**src/rtl/data_cache_pkg.sv**
```systemverilog
// Shared definitions for the data cache: word size, address field widths,
// controller state encoding and a saturating-counter helper.
package data_cache_pkg;

  localparam int WORD_SIZE = 16;
  localparam int OFFSET_W  = 2;
  localparam int INDEX_W   = 2;
  localparam int TAG_W     = WORD_SIZE - INDEX_W - OFFSET_W;

  typedef enum logic [1:0] {
    IDLE  = 2'd0,
    FILL  = 2'd1,
    WRITE = 2'd2
  } cache_state_e;

  function automatic logic [15:0] sat_inc(input logic [15:0] v);
    return (v == 16'hFFFF) ? v : v + 16'd1;
  endfunction

endpackage

```
**src/rtl/data_cache_line_store.sv**
```systemverilog
// cache_line_store: tag / valid / data arrays for the direct-mapped cache.
// Reads are combinational on index/offset; writes are synchronous.
// Ports:
//   clk, reset_n          clock, synchronous active-low reset (clears valid bits only)
//   index, offset         line select and word select
//   rd_valid, rd_tag      valid bit and stored tag of the selected line
//   rd_word               selected word of the selected line
//   fill_en/fill_tag/fill_line  whole-line refill, sets valid
//   word_en/word_data     single-word update of the selected line
module cache_line_store
  import data_cache_pkg::*;
#(
  parameter int LINES          = 4,
  parameter int WORDS_PER_LINE = 4
) (
  input  logic                                clk,
  input  logic                                reset_n,
  input  logic [INDEX_W-1:0]                  index,
  input  logic [OFFSET_W-1:0]                 offset,
  output logic                                rd_valid,
  output logic [TAG_W-1:0]                    rd_tag,
  output logic [WORD_SIZE-1:0]                rd_word,
  input  logic                                fill_en,
  input  logic [TAG_W-1:0]                    fill_tag,
  input  logic [WORDS_PER_LINE*WORD_SIZE-1:0] fill_line,
  input  logic                                word_en,
  input  logic [WORD_SIZE-1:0]                word_data
);

  logic [LINES-1:0]                    valid_q;
  logic [TAG_W-1:0]                    tag_q  [LINES];
  logic [WORDS_PER_LINE*WORD_SIZE-1:0] data_q [LINES];

  assign rd_valid = valid_q[index];
  assign rd_tag   = tag_q[index];
  assign rd_word  = data_q[index][int'(offset)*WORD_SIZE +: WORD_SIZE];

  always_ff @(posedge clk) begin
    if (!reset_n) begin
      valid_q <= '0;
    end else if (fill_en) begin
      valid_q[index] <= 1'b1;
    end
  end

  // Tag and data contents are left as-is by reset; valid bits guard them.
  always_ff @(posedge clk) begin
    if (fill_en) begin
      tag_q[index]  <= fill_tag;
      data_q[index] <= fill_line;
    end else if (word_en) begin
      data_q[index][int'(offset)*WORD_SIZE +: WORD_SIZE] <= word_data;
    end
  end

endmodule

```
**src/rtl/data_cache.sv**
```systemverilog
// data_cache: direct-mapped, write-through, no-write-allocate data cache
// for the MEM stage. Read hits complete in the same cycle; misses refill a
// whole line from backing memory; every write goes to memory.
// Ports:
//   clk, reset_n                      clock, synchronous active-low reset
//   cpu_read, cpu_write               CPU request, held until cpu_ready
//   cpu_address, cpu_wdata            word address and store data
//   cpu_rdata, cpu_ready              load data, completion / stall
//   mem_read_req, mem_write_req       backing-memory requests
//   mem_address, mem_wdata            line base (read) or word address (write), store data
//   mem_rdata, mem_ack                refill line (word 0 in [15:0]), one-cycle completion
//   hit_count, access_count           saturating statistics
//
// state | meaning
// IDLE  | serve read hits, accept a new miss or write
// FILL  | line refill outstanding, CPU stalled
// WRITE | write-through outstanding, CPU stalled until ack
module data_cache
  import data_cache_pkg::*;
#(
  parameter int LINES          = 4,
  parameter int WORDS_PER_LINE = 4
) (
  input  logic                   clk,
  input  logic                   reset_n,
  input  logic                   cpu_read,
  input  logic                   cpu_write,
  input  logic [WORD_SIZE-1:0]   cpu_address,
  input  logic [WORD_SIZE-1:0]   cpu_wdata,
  output logic [WORD_SIZE-1:0]   cpu_rdata,
  output logic                   cpu_ready,
  output logic                   mem_read_req,
  output logic                   mem_write_req,
  output logic [WORD_SIZE-1:0]   mem_address,
  output logic [WORD_SIZE-1:0]   mem_wdata,
  input  logic [4*WORD_SIZE-1:0] mem_rdata,
  input  logic                   mem_ack,
  output logic [15:0]            hit_count,
  output logic [15:0]            access_count
);

  cache_state_e state_q, state_next;

  logic [TAG_W-1:0]    addr_tag;
  logic [INDEX_W-1:0]  addr_index;
  logic [OFFSET_W-1:0] addr_offset;

  logic                 line_valid;
  logic [TAG_W-1:0]     line_tag;
  logic [WORD_SIZE-1:0] line_word;
  logic                 hit;

  logic fill_en, word_en;
  logic fill_seen_q;
  logic access_done, hit_event;

  assign addr_tag    = cpu_address[WORD_SIZE-1 -: TAG_W];
  assign addr_index  = cpu_address[OFFSET_W +: INDEX_W];
  assign addr_offset = cpu_address[OFFSET_W-1:0];

  assign hit = line_valid && (line_tag == addr_tag);

  cache_line_store #(
    .LINES          (LINES),
    .WORDS_PER_LINE (WORDS_PER_LINE)
  ) u_store (
    .clk       (clk),
    .reset_n   (reset_n),
    .index     (addr_index),
    .offset    (addr_offset),
    .rd_valid  (line_valid),
    .rd_tag    (line_tag),
    .rd_word   (line_word),
    .fill_en   (fill_en && reset_n),
    .fill_tag  (addr_tag),
    .fill_line (mem_rdata),
    .word_en   (word_en && reset_n),
    .word_data (cpu_wdata)
  );

  always_ff @(posedge clk) begin
    if (!reset_n) begin
      state_q <= IDLE;
    end else begin
      state_q <= state_next;
    end
  end

  always_comb begin
    state_next    = state_q;
    cpu_ready     = 1'b0;
    cpu_rdata     = '0;
    mem_read_req  = 1'b0;
    mem_write_req = 1'b0;
    mem_address   = '0;
    mem_wdata     = '0;
    fill_en       = 1'b0;
    word_en       = 1'b0;
    case (state_q)
      IDLE: begin
        if (cpu_write) begin
          state_next = WRITE;
        end else if (cpu_read) begin
          if (hit) begin
            cpu_ready = 1'b1;
            cpu_rdata = line_word;
          end else begin
            state_next = FILL;
          end
        end else begin
          cpu_ready = 1'b1;
        end
      end
      FILL: begin
        mem_read_req = 1'b1;
        mem_address  = {addr_tag, addr_index, {OFFSET_W{1'b0}}};
        if (mem_ack) begin
          fill_en    = 1'b1;
          state_next = IDLE;
        end
      end
      WRITE: begin
        mem_write_req = 1'b1;
        mem_address   = cpu_address;
        mem_wdata     = cpu_wdata;
        if (mem_ack) begin
          cpu_ready  = 1'b1;
          word_en    = hit;
          state_next = IDLE;
        end
      end
      default: state_next = IDLE;
    endcase
  end

  // Remembers that the read now being retried in IDLE went through a refill,
  // so its completion is counted as an access but not as a hit.
  always_ff @(posedge clk) begin
    if (!reset_n) begin
      fill_seen_q <= 1'b0;
    end else if (state_q == IDLE) begin
      fill_seen_q <= (state_next == FILL);
    end
  end

  assign access_done = cpu_ready && (cpu_read || cpu_write);
  assign hit_event   = access_done &&
                       (((state_q == IDLE) && !fill_seen_q) ||
                        ((state_q == WRITE) && hit));

  always_ff @(posedge clk) begin
    if (!reset_n) begin
      access_count <= '0;
      hit_count    <= '0;
    end else begin
      if (access_done) access_count <= sat_inc(access_count);
      if (hit_event)   hit_count    <= sat_inc(hit_count);
    end
  end

endmodule

```
**config.mk**
```make
export PLATFORM = sky130hd
export DESIGN_NAME = data_cache
export DESIGN_NICKNAME = d
export VERILOG_FILES = /design/src/rtl/data_cache_pkg.sv /design/src/rtl/data_cache_line_store.sv /design/src/rtl/data_cache.sv
export SDC_FILE = /design/constraint.sdc
export NUM_CORES = 1
export LEC_CHECK = 0
export ABC_CLOCK_PERIOD_IN_PS = 7160
export BUFFER_PORTS_ARGS = -buffer_cell sky130_fd_sc_hd__buf_2
export CAP_MARGIN = 20
export CORE_ASPECT_RATIO = 1.4
export CORE_MARGIN = 5
export CORE_UTILIZATION = 45
export CTS_CLUSTER_SIZE = 40
export DETAILED_ROUTE_END_ITERATION = 8
export PLACE_DENSITY = 0.61
export SYNTH_ARGS = -nofsm -noshare
export SYNTH_HDL_FRONTEND = slang
export SYNTH_SLANG_ARGS = --single-unit
```
**constraint.sdc**
```tcl
create_clock -name clk -period 7.16 [get_ports clk]
set_clock_uncertainty 0.15 [all_clocks]
set_input_delay 0.358 -clock clk [delete_from_list [all_inputs] [get_ports clk]]
set_output_delay 0.358 -clock clk [all_outputs]
set_load 0.01 [all_outputs]
```
==> impl_metrics.toml <==
[floorplanning]
io_pins = 184
die_x_um = 166
die_area_um2 = 38100
num_rows = 80
initial_core_util_pct = 45.4
core_um2 = 33900
die_h_um = 229

[place]
post-dp-hpwl_mm = 26.1
routabilityCongestion = 0.784
dp_slack_ps = 1790
port_buffers = 183
placed_area_um2 = 16900

[critical_path]
crit_arrival_ps = 4750
worstSetupPathType = "input port to flop"
crit_chain = "buf_4, buf_4, nand3_1, a211o_1, nor3_1, nor4b_4, nand2_1, a21oi_1, buf_4"
cp_max_fo = 43
start_kind = "input port"
cp_slowest_stage_delay_ps = 840
setup.worst_path.start = "cpu_address[2]"
crit_slowest_cell = "a21oi_1"
end_kind = "flop"
cp_common_cell = "buf_4"
worstPathRequired_ps = 7230
reg2reg_from = "u_store.tag_q[3][2]"

[yosys]
synth.largest_area_cell = "edfxtp_1"
yosysMostFrequentCell = "edfxtp_1"
synth-seq-area-share_pct = 64.3
yosys_warnings = 0
synthesis.area_um2 = 15400
syn_nets = 1116
avgSynthCellArea_um2 = 15.3
async_flop_share_pct = 0
synthFlopType = "edfxtp_1"
synth.distinct_cells = 50
synth_common_cells = "304 x edfxtp_1, 105 x nand2_1, 90 x mux2i_1"
synth_top_area_share_pct = 59.3
synth_seq_cells = 343
synth_edf_count = 304
yosys-top-cells-area = "edfxtp_1 59%, mux4_2 12%, mux2i_1 5.8%"
synthCells = 1004

[timing]
rsz0062_at_grt = "false"
worstMarginPinSlew_ps = 1040
period_needed_ps = 4680
final_max_slew_viol_count = 0
fmax_mhz = 213
period_share_pct = 65.4
setup_tns_ps = 0
final-setup-viol-count = 0
fin_ws_ps = 2480
relSlewSlack_pct = 30.6
hold_viol = 0

[grt]
grt_max_degree = 68
track_usage_pct = 19.4
overflow = 0
antenna_found_initial = 0
grt_pass1_vias = 9374
grt_pass1_wl_mm = 56.9

[pwr]
p_leak_uw = 0.00707
power_density_nw_per_um2 = 239
peakVddDrop_v = 0.000135

[clocking]
clk_pin_slew_ps = 60
cts_tree = "built"
clock_tree.buffer_depth = 3
clkSinkCount = 343
htree_levels = 2
clkLatencyLatePin_ps = 520
cts_root_buf = "clkbuf_16"
cts_buffers = 35
cts_setup_buffers = 0

[worst_hold_path]
hold_path.startpoint = "cpu_write"
min_path_type = "input port to flop"

[detailed_routing]
drt_first_iter_violations = 791
wl_per_cell_um = 21.9
drc_errors = 0
ant_nets = 0
routed_wl_mm = 37.1
dr.pass1.iters = 5
via_per_inst = 5.38
num_vias = 9108

[run]
maxCapViolCount = 0

[layout]
antennaDiodeCount = 0
final_area_um2 = 18200
final_util_pct = 53.7
drive_gt1_share_pct = 30.0
areaGrowthSynthToFinish_pct = 18.2
nNetsFinal = 1331

[outcome]
status = "finished clean"
[power by group]
part	switching (uW)	leakage, uW	total [uW]	internal (uW)
logic	174	0.00345	300	126
clock network	739	0.000564	1850	1120
registers	4.20	0.00305	2190	2180
[placed cells by master (no fill, tap or decap), types with 6 or more instances in the layout]
cell type and n:
clkinv_1 6, ha_1 11, nand2b_1 19, and2_1 35, mux2i_1 90, dlygate4sd3_1 12
buf_4 34, buf_2 181, bufinv_16 6, xnor2_1 16, edfxtp_1 304, inv_1 73
nand4_1 8, clkbuf_16 35, and3_1 6, nand3_1 13, dfxtp_1 39, nor2_1 31
a21oi_1 21, nor2b_1 19, mux4_2 84, o21ai_0 8, o211ai_1 7, nand2_1 105
[cells by family (layout without fill, tap and decap cells)]
logic type | after synthesis | after routing | share of synthesized area [%]
compound gates | 66 | 66 | 2.76
xor+xnor | 19 | 19 | 1.08
fa+ha+maj | 11 | 11 | 0.894
buf+inv | 124 | 362 | 3.43
flops | 343 | 343 | 64.3
mux | 178 | 178 | 18.7
simple gates | 263 | 263 | 8.77
[layer usage]
layer	up-vias	share of wire (%)	global-route usage [%]
met2	316	52	33.8
li1	4210	-	-
met4	0	1.7	4.63
met5	-	0	0
met3	37	6.4	3.51
met1	4545	40	25.6
[path summary, 6_finish.rpt]
path                          end  slack (ps)  depth (start not counted)
max          u_store.data_q[2][1]        2480                          9
min                    state_q[0]          70                          4
max reg2reg  u_store.data_q[2][1]        2900                          9
min reg2reg    u_store.valid_q[1]         320                          2
[state kept, by name, indices dropped and copies added (netlist names)]
signal and count:
access_count 16, fill_seen_q 1, hit_count 16, state_q 2, u_store.data_q 256, u_store.tag_q 48, u_store.valid_q 4
[cell type report]
type                    instances  area (um^2)
clock buffers                  39          891
flip-flops and latches        343         9910
multi-input cells             537         5000
clock inverters                21          269
repair buffers                228         1300
inverters                      74          278
well taps                     451          564
fillers                      2770        15700
[stage by stage]
step | instances | hold slack [ps] | power [uW]
after floorplan | 1004 | 285 | 2410
after global placement | 1620 | 299 | 2530
after detailed placement | 1621 | 314 | 2530
after CTS | 1693 | 26.3 | 4390
after global routing | 1693 | 58.1 | 4490
final | 1693 | 67.4 | 4340
[repair_timing]
item	in CTS	in global routing
hold buffers	12	0
gates resized for setup	0	0
setup endpoints to repair	0	0
endpoints found under the hold margin	48	0
[critical path, delay by kind of cell]
| family | cells | cell delay, ps |
|---|---|---|
| compound gates | 2 | 1180 |
| simple gates | 4 | 1480 |
| buf+inv | 3 | 1660 |
Power figures use the tool's default switching activity.
